`src/rtl/vga_mem_arbiter.sv`:
```
// Frame-buffer port arbiter: VGA fetch slots every 4 pixel clocks always win, the CPU gets the
// remaining cycles through req/ack, and fetched words are shifted out as pixels, MSB nibble first.
module vga_mem_arbiter #(
  parameter int ADDR_W         = 17,
  parameter int FB_BASE        = 0,
  parameter int WORDS_PER_LINE = 160,
  parameter int HVID           = 640,
  parameter int HMAX           = 785,
  parameter int VVID           = 480,
  parameter int VTOTAL         = 525,
  parameter int PREFETCH_H     = 776
) (
  input  logic              clock,
  input  logic              clear,
  input  logic [9:0]        hCount,
  input  logic [9:0]        vCount,
  input  logic              bright,
  input  logic              cpu_req,
  input  logic              cpu_we,
  input  logic [ADDR_W-1:0] cpu_addr,
  input  logic [15:0]       cpu_wdata,
  output logic              cpu_ack,
  output logic [15:0]       cpu_rdata,
  output logic [ADDR_W-1:0] mem_addr,
  output logic              mem_we,
  output logic [15:0]       mem_wdata,
  input  logic [15:0]       mem_rdata,
  output logic [3:0]        pixel
);

  // CPU states: IDLE waits for grant | ISSUED address at memory | RETURN data back | ACK pulse
  typedef enum logic [1:0] {S_IDLE, S_ISSUED, S_RETURN, S_ACK} cpu_state_e;
  typedef enum logic [1:0] {TAG_NONE, TAG_DISP, TAG_CPU} tag_e;

  localparam logic [ADDR_W-1:0] BASE = ADDR_W'(FB_BASE);
  localparam logic [ADDR_W-1:0] WPL  = ADDR_W'(WORDS_PER_LINE);

  cpu_state_e        state_q;
  tag_e              tag0_q, tag1_q;
  logic [ADDR_W-1:0] line_base_q;
  logic [ADDR_W-1:0] mem_addr_q;
  logic              mem_we_q;
  logic [15:0]       mem_wdata_q;
  logic              cpu_ack_q;
  logic              cpu_rd_q;
  logic [15:0]       cpu_rdata_q;
  logic [15:0]       disp_word_q;
  logic [15:0]       shift_q;

  logic              disp_slot, pre_slot, slot, grant, line_end, shift_load;
  logic [ADDR_W-1:0] slot_addr;

  always_comb begin
    disp_slot  = (vCount < 10'(VVID)) && (hCount[1:0] == 2'd0) && (hCount <= 10'(HVID - 8));
    pre_slot   = (hCount == 10'(PREFETCH_H)) &&
                 ((vCount < 10'(VVID - 1)) || (vCount == 10'(VTOTAL - 1)));
    slot       = disp_slot || pre_slot;
    line_end   = (hCount == 10'(HMAX - 1));
    shift_load = ((hCount[1:0] == 2'd3) && (hCount < 10'(HVID - 1))) || line_end;
    grant      = (state_q == S_IDLE) && cpu_req && !slot;
    // word 0 of each line comes from the prefetch, so display slots run one word ahead
    if (pre_slot)
      slot_addr = (vCount == 10'(VTOTAL - 1)) ? BASE : line_base_q + WPL;
    else
      slot_addr = line_base_q + ADDR_W'(hCount[9:2]) + ADDR_W'(1);
  end

  always_ff @(posedge clock or posedge clear) begin
    if (clear) begin
      state_q     <= S_IDLE;
      tag0_q      <= TAG_NONE;
      tag1_q      <= TAG_NONE;
      line_base_q <= BASE;
      mem_addr_q  <= '0;
      mem_we_q    <= 1'b0;
      mem_wdata_q <= '0;
      cpu_ack_q   <= 1'b0;
      cpu_rd_q    <= 1'b0;
      cpu_rdata_q <= '0;
      disp_word_q <= '0;
      shift_q     <= '0;
    end else begin
      mem_we_q  <= 1'b0;
      cpu_ack_q <= 1'b0;
      tag0_q    <= TAG_NONE;
      tag1_q    <= tag0_q;

      if (slot) begin
        mem_addr_q <= slot_addr;
        tag0_q     <= TAG_DISP;
      end else if (grant) begin
        mem_addr_q  <= cpu_addr;
        mem_we_q    <= cpu_we;
        mem_wdata_q <= cpu_wdata;
        cpu_rd_q    <= !cpu_we;
        tag0_q      <= TAG_CPU;
      end

      if (tag1_q == TAG_DISP)
        disp_word_q <= mem_rdata;
      if ((tag1_q == TAG_CPU) && cpu_rd_q)
        cpu_rdata_q <= mem_rdata;

      case (state_q)
        S_IDLE:   if (grant) state_q <= S_ISSUED;
        S_ISSUED: state_q <= S_RETURN;
        S_RETURN: begin
          state_q   <= S_ACK;
          cpu_ack_q <= 1'b1;
        end
        default:  state_q <= S_IDLE;
      endcase

      if (line_end) begin
        if (vCount == 10'(VTOTAL - 1))
          line_base_q <= BASE;
        else if (vCount < 10'(VVID - 1))
          line_base_q <= line_base_q + WPL;
      end

      if (shift_load)
        shift_q <= disp_word_q;
      else
        shift_q <= {shift_q[11:0], 4'h0};
    end
  end

  assign mem_addr  = mem_addr_q;
  assign mem_we    = mem_we_q;
  assign mem_wdata = mem_wdata_q;
  assign cpu_ack   = cpu_ack_q;
  assign cpu_rdata = cpu_rdata_q;
  assign pixel     = shift_q[15:12] & {4{bright}};

endmodule

```
`config.mk`:
```
export PLATFORM = sky130hd
export DESIGN_NAME = vga_mem_arbiter
export DESIGN_NICKNAME = d
export VERILOG_FILES = /design/src/rtl/vga_mem_arbiter.sv
export SDC_FILE = /design/constraint.sdc
export NUM_CORES = 1
export LEC_CHECK = 0
export CORE_MARGIN = 2
export CORE_UTILIZATION = 55
export DETAILED_ROUTE_END_ITERATION = 16
export DONT_BUFFER_PORTS = 1
export PLACE_DENSITY = 0.74
export SYNTH_ARGS = -nofsm -noshare
export SYNTH_HDL_FRONTEND = slang
export SYNTH_SLANG_ARGS = --single-unit
```
`constraint.sdc`:
```
create_clock -name clock -period 10.35 [get_ports clock]
set_input_delay 2.07 -clock clock [delete_from_list [all_inputs] [get_ports clock]]
set_output_delay 2.07 -clock clock [all_outputs]
set_load 0.01 [all_outputs]
```
==> flow_metrics.tcl <==
set metrics [dict create \
    grt_use_met2 0.353 \
    crit_slowest_cell "and2_1" \
    gr-max-usage-layer "met2" \
    max_cap_violations 0 \
    synth_area_sq_um 5280 \
    fmax_mhz 232 \
    cts.clk_slew.worst_paths_ps 100 \
    die_x_um 102 \
    power_mw 1.22 \
    area_growth_pct 5.47 \
    ant_nets 0 \
    fin_crit_sh 0.416 \
    worstPathCellList "and2_1" \
    setup_tns_ps 0 \
    antenna_found_initial 0 \
    start_util 0.569 \
    slew_viol_final 0 \
    grt_pass1_wl_um 17700 \
    switchingPower_uw 405 \
    synth-main-ff-cell "dfrtp_1" \
    outcome "complete, no violations" \
    row_count 35 \
    synth_edf_count 0 \
    crit_type "in -> out" \
    detail_route.iter0.violations 143 \
    postSynth.asyncResetShare 1.00 \
    wirelength_um 11200 \
    slew_headroom 0.266 \
    use_met3 0.0677 \
    crit_path_end_kind "primary output" \
    hpwlAfterDp_um 7980 \
    fin_ws_ps 6050 \
    die-area_sq_um 10400 \
    finalHoldViolCount 0 \
    start_kind "primary input" \
    period_minus_slack_ps 4300 \
    viasPerCell 5.93 \
    firstDrtPassIters 4 \
    avgSynthCellArea_sq_um 11.4 \
    worstMarginPinSlew_ps 1100 \
    clockRootBuffer "clkbuf_8" \
    num_vias 3508 \
    reg2reg_depth 5 \
    port_buffers 0 \
    cts_tree "built" \
    synth-seq-area-share 0.507 \
    rsz0062_at_grt "false" \
    path_buf_inv 0 \
    grt_pass1_vias 3649 \
    final_cells 592 \
    path_max_fanout 4 \
    die_h_um 102 \
    max_stage_delay_ps 160 \
    pin_count 129 \
    crit_required_ps 8280 \
    drive_above_1_share 0.201 \
    htreeDepth 3 \
    grt-ovfl-total 0 \
    post_drt_wl_per_cell_um 19.0 \
    synthDistinctLibCells 64 \
    netlist_instances 463 \
    clock_path_buffers 2 \
    dp.cells 576 \
    peakVddDrop_mv 0.0975 \
    clkPwrFrac 0.200 \
    grt.total_usage 0.222 \
    cts-resized-gates 0 \
    drc 0 \
    cp.depth 1 \
    coreArea_sq_um 9280 \
    antennaDiodeCount 0 \
    cts_inserted_buffers 9 \
    cts_sinks 107 \
    cts_hold_buf 0 \
    yosys_warnings 0 \
    power_frac_seq 0.572 \
    swShare 0.334 \
    hold_path_depth 0 \
    hp-class "reg -> reg" \
    crit_family "simple AND/OR/NAND/NOR gates" \
    p_per_area_nw_per_um2 218 \
    post_cts_buffers 0 \
    clk_latency_ps 370 \
    p_int_uw 810 \
    skew_ps 12.9 \
    synth_nets 550 \
    fin_worst_hold_slack_ps 356 \
    gp_congestion 0.915 \
    p_comb_frac 0.227 \
    ys_ff_latch 107 \
    final-setup-viol-count 0 \
    use_met1 0.294 \
    grt_max_degree 55 \
    place_ws_ps 6030 \
    arrival_ps 2230 \
    layout.nets 545 \
    leakagePower_nw 2.41 \
]
## cell usage after synthesis (all sizes together), types with 3 or more instances
master     n  area share
nand3     11       0.010
a21oi     27       0.028
o21ai     31       0.030
nor4       3      0.0064
inv       15       0.011
buf        7      0.0090
o31ai      4      0.0057
clkbuf    12      0.0085
nor3       5      0.0057
xnor2     13       0.022
nor2b      6      0.0071
o22ai      4      0.0047
o211ai     5      0.0071
a21o       4      0.0057
mux2      63        0.14
nand4      5      0.0071
o2111ai    3      0.0050
o21a       3      0.0043
nor4b      3       0.010
and2      12       0.014
nor2      27       0.020
dfrtp    107        0.51
ha        12       0.028
nand2     38       0.027
xor2       7       0.012
## per-layer routing
metal	wire length, um	part of all wire
met4	98	0.0087
met3	961	0.086
met2	5270	0.47
met5	0	0
met1	4910	0.44
## through the flow
step,instance area [sq um],utilization
floorplan,5280,-
global placement,5380,0.580
detailed placement,5380,0.580
CTS,5570,0.600
global route,5570,0.600
finish,5570,0.600
## sequential cells by signal, summed over array words and instances (netlist names)
register     count
mem_wdata       16
cpu_ack          1
state_q          2
tag0_q           2
cpu_rd_q         1
line_base_q     17
cpu_rdata       16
shift_q         16
disp_word_q     16
mem_addr        17
tag1_q           2
mem_we           1
## cell usage in the layout (no fill, tap or decap), drive strengths merged, types with 2 or more instances in the layout
| cell type | count |
|---|---|
| clkinv | 3 |
| xor2 | 7 |
| inv | 17 |
| nor2b | 6 |
| o21ai | 31 |
| a32o | 2 |
| o21a | 3 |
| dfrtp | 107 |
| a21oi | 27 |
| ha | 12 |
| nor2 | 27 |
| mux2 | 63 |
| o211ai | 5 |
| buf | 3 |
| o31ai | 4 |
| nand2 | 38 |
| nand4 | 5 |
| o21bai | 2 |
| and4 | 2 |
| nor4 | 3 |
| xnor2 | 13 |
| nand3 | 11 |
| a21o | 4 |
| nor3 | 5 |
| nor4b | 3 |
| o22ai | 4 |
| a221o | 2 |
| clkbuf | 10 |
| nand4b | 2 |
| a31oi | 2 |
| and2 | 12 |
| o2bb2ai | 2 |
| o2111ai | 3 |
| or4 | 2 |
| a22o | 2 |
| mux2i | 2 |
## path summary, 6_finish.rpt
check	startpoint	end	slack (ps)
max in group asynchronous	clear	mem_addr[10]	7550
setup / recovery	bright	pixel[2]	6050
hold reg to reg	tag0_q[1]	tag1_q[1]	360
hold / removal	tag0_q[1]	tag1_q[1]	360
setup reg to reg	state_q[0]	mem_wdata[14]	7810
min in group asynchronous	clear	cpu_rdata[9]	1650
## cells by family after synthesis
kind of cell,synth area share
AND/OR/NAND/NOR,0.126
AO/OA/AOI/OAI,0.128
flip-flops,0.507
multiplexers,0.145
buffers and inverters,0.0282
adder cells (fa/ha/maj),0.0322
XOR/XNOR,0.0332
## power by group through the flow
| stage | Combinational (mW) | Sequential (mW) | Clock, mW |
|---|---|---|---|
| floorplan | 0.240 | 0.677 | 0 |
| global placement | 0.265 | 0.702 | 0 |
| detailed placement | 0.278 | 0.707 | 0 |
| CTS | 0.280 | 0.699 | 0.253 |
| global route | 0.307 | 0.716 | 0.270 |
| finish | 0.276 | 0.696 | 0.244 |
## cell type report
type                            instances  area [sq um]
Clock inverter                          6          61.3
Inverter                               15          58.8
Sequential cell                       107          2680
Tap cell                              129           161
Multi-Input combinational cell        322          2460
Fill cell                             762          3710
Clock buffer                           10           128
Timing Repair Buffer                    3          22.5
Note: power is estimated with default switching activity, not from simulation.
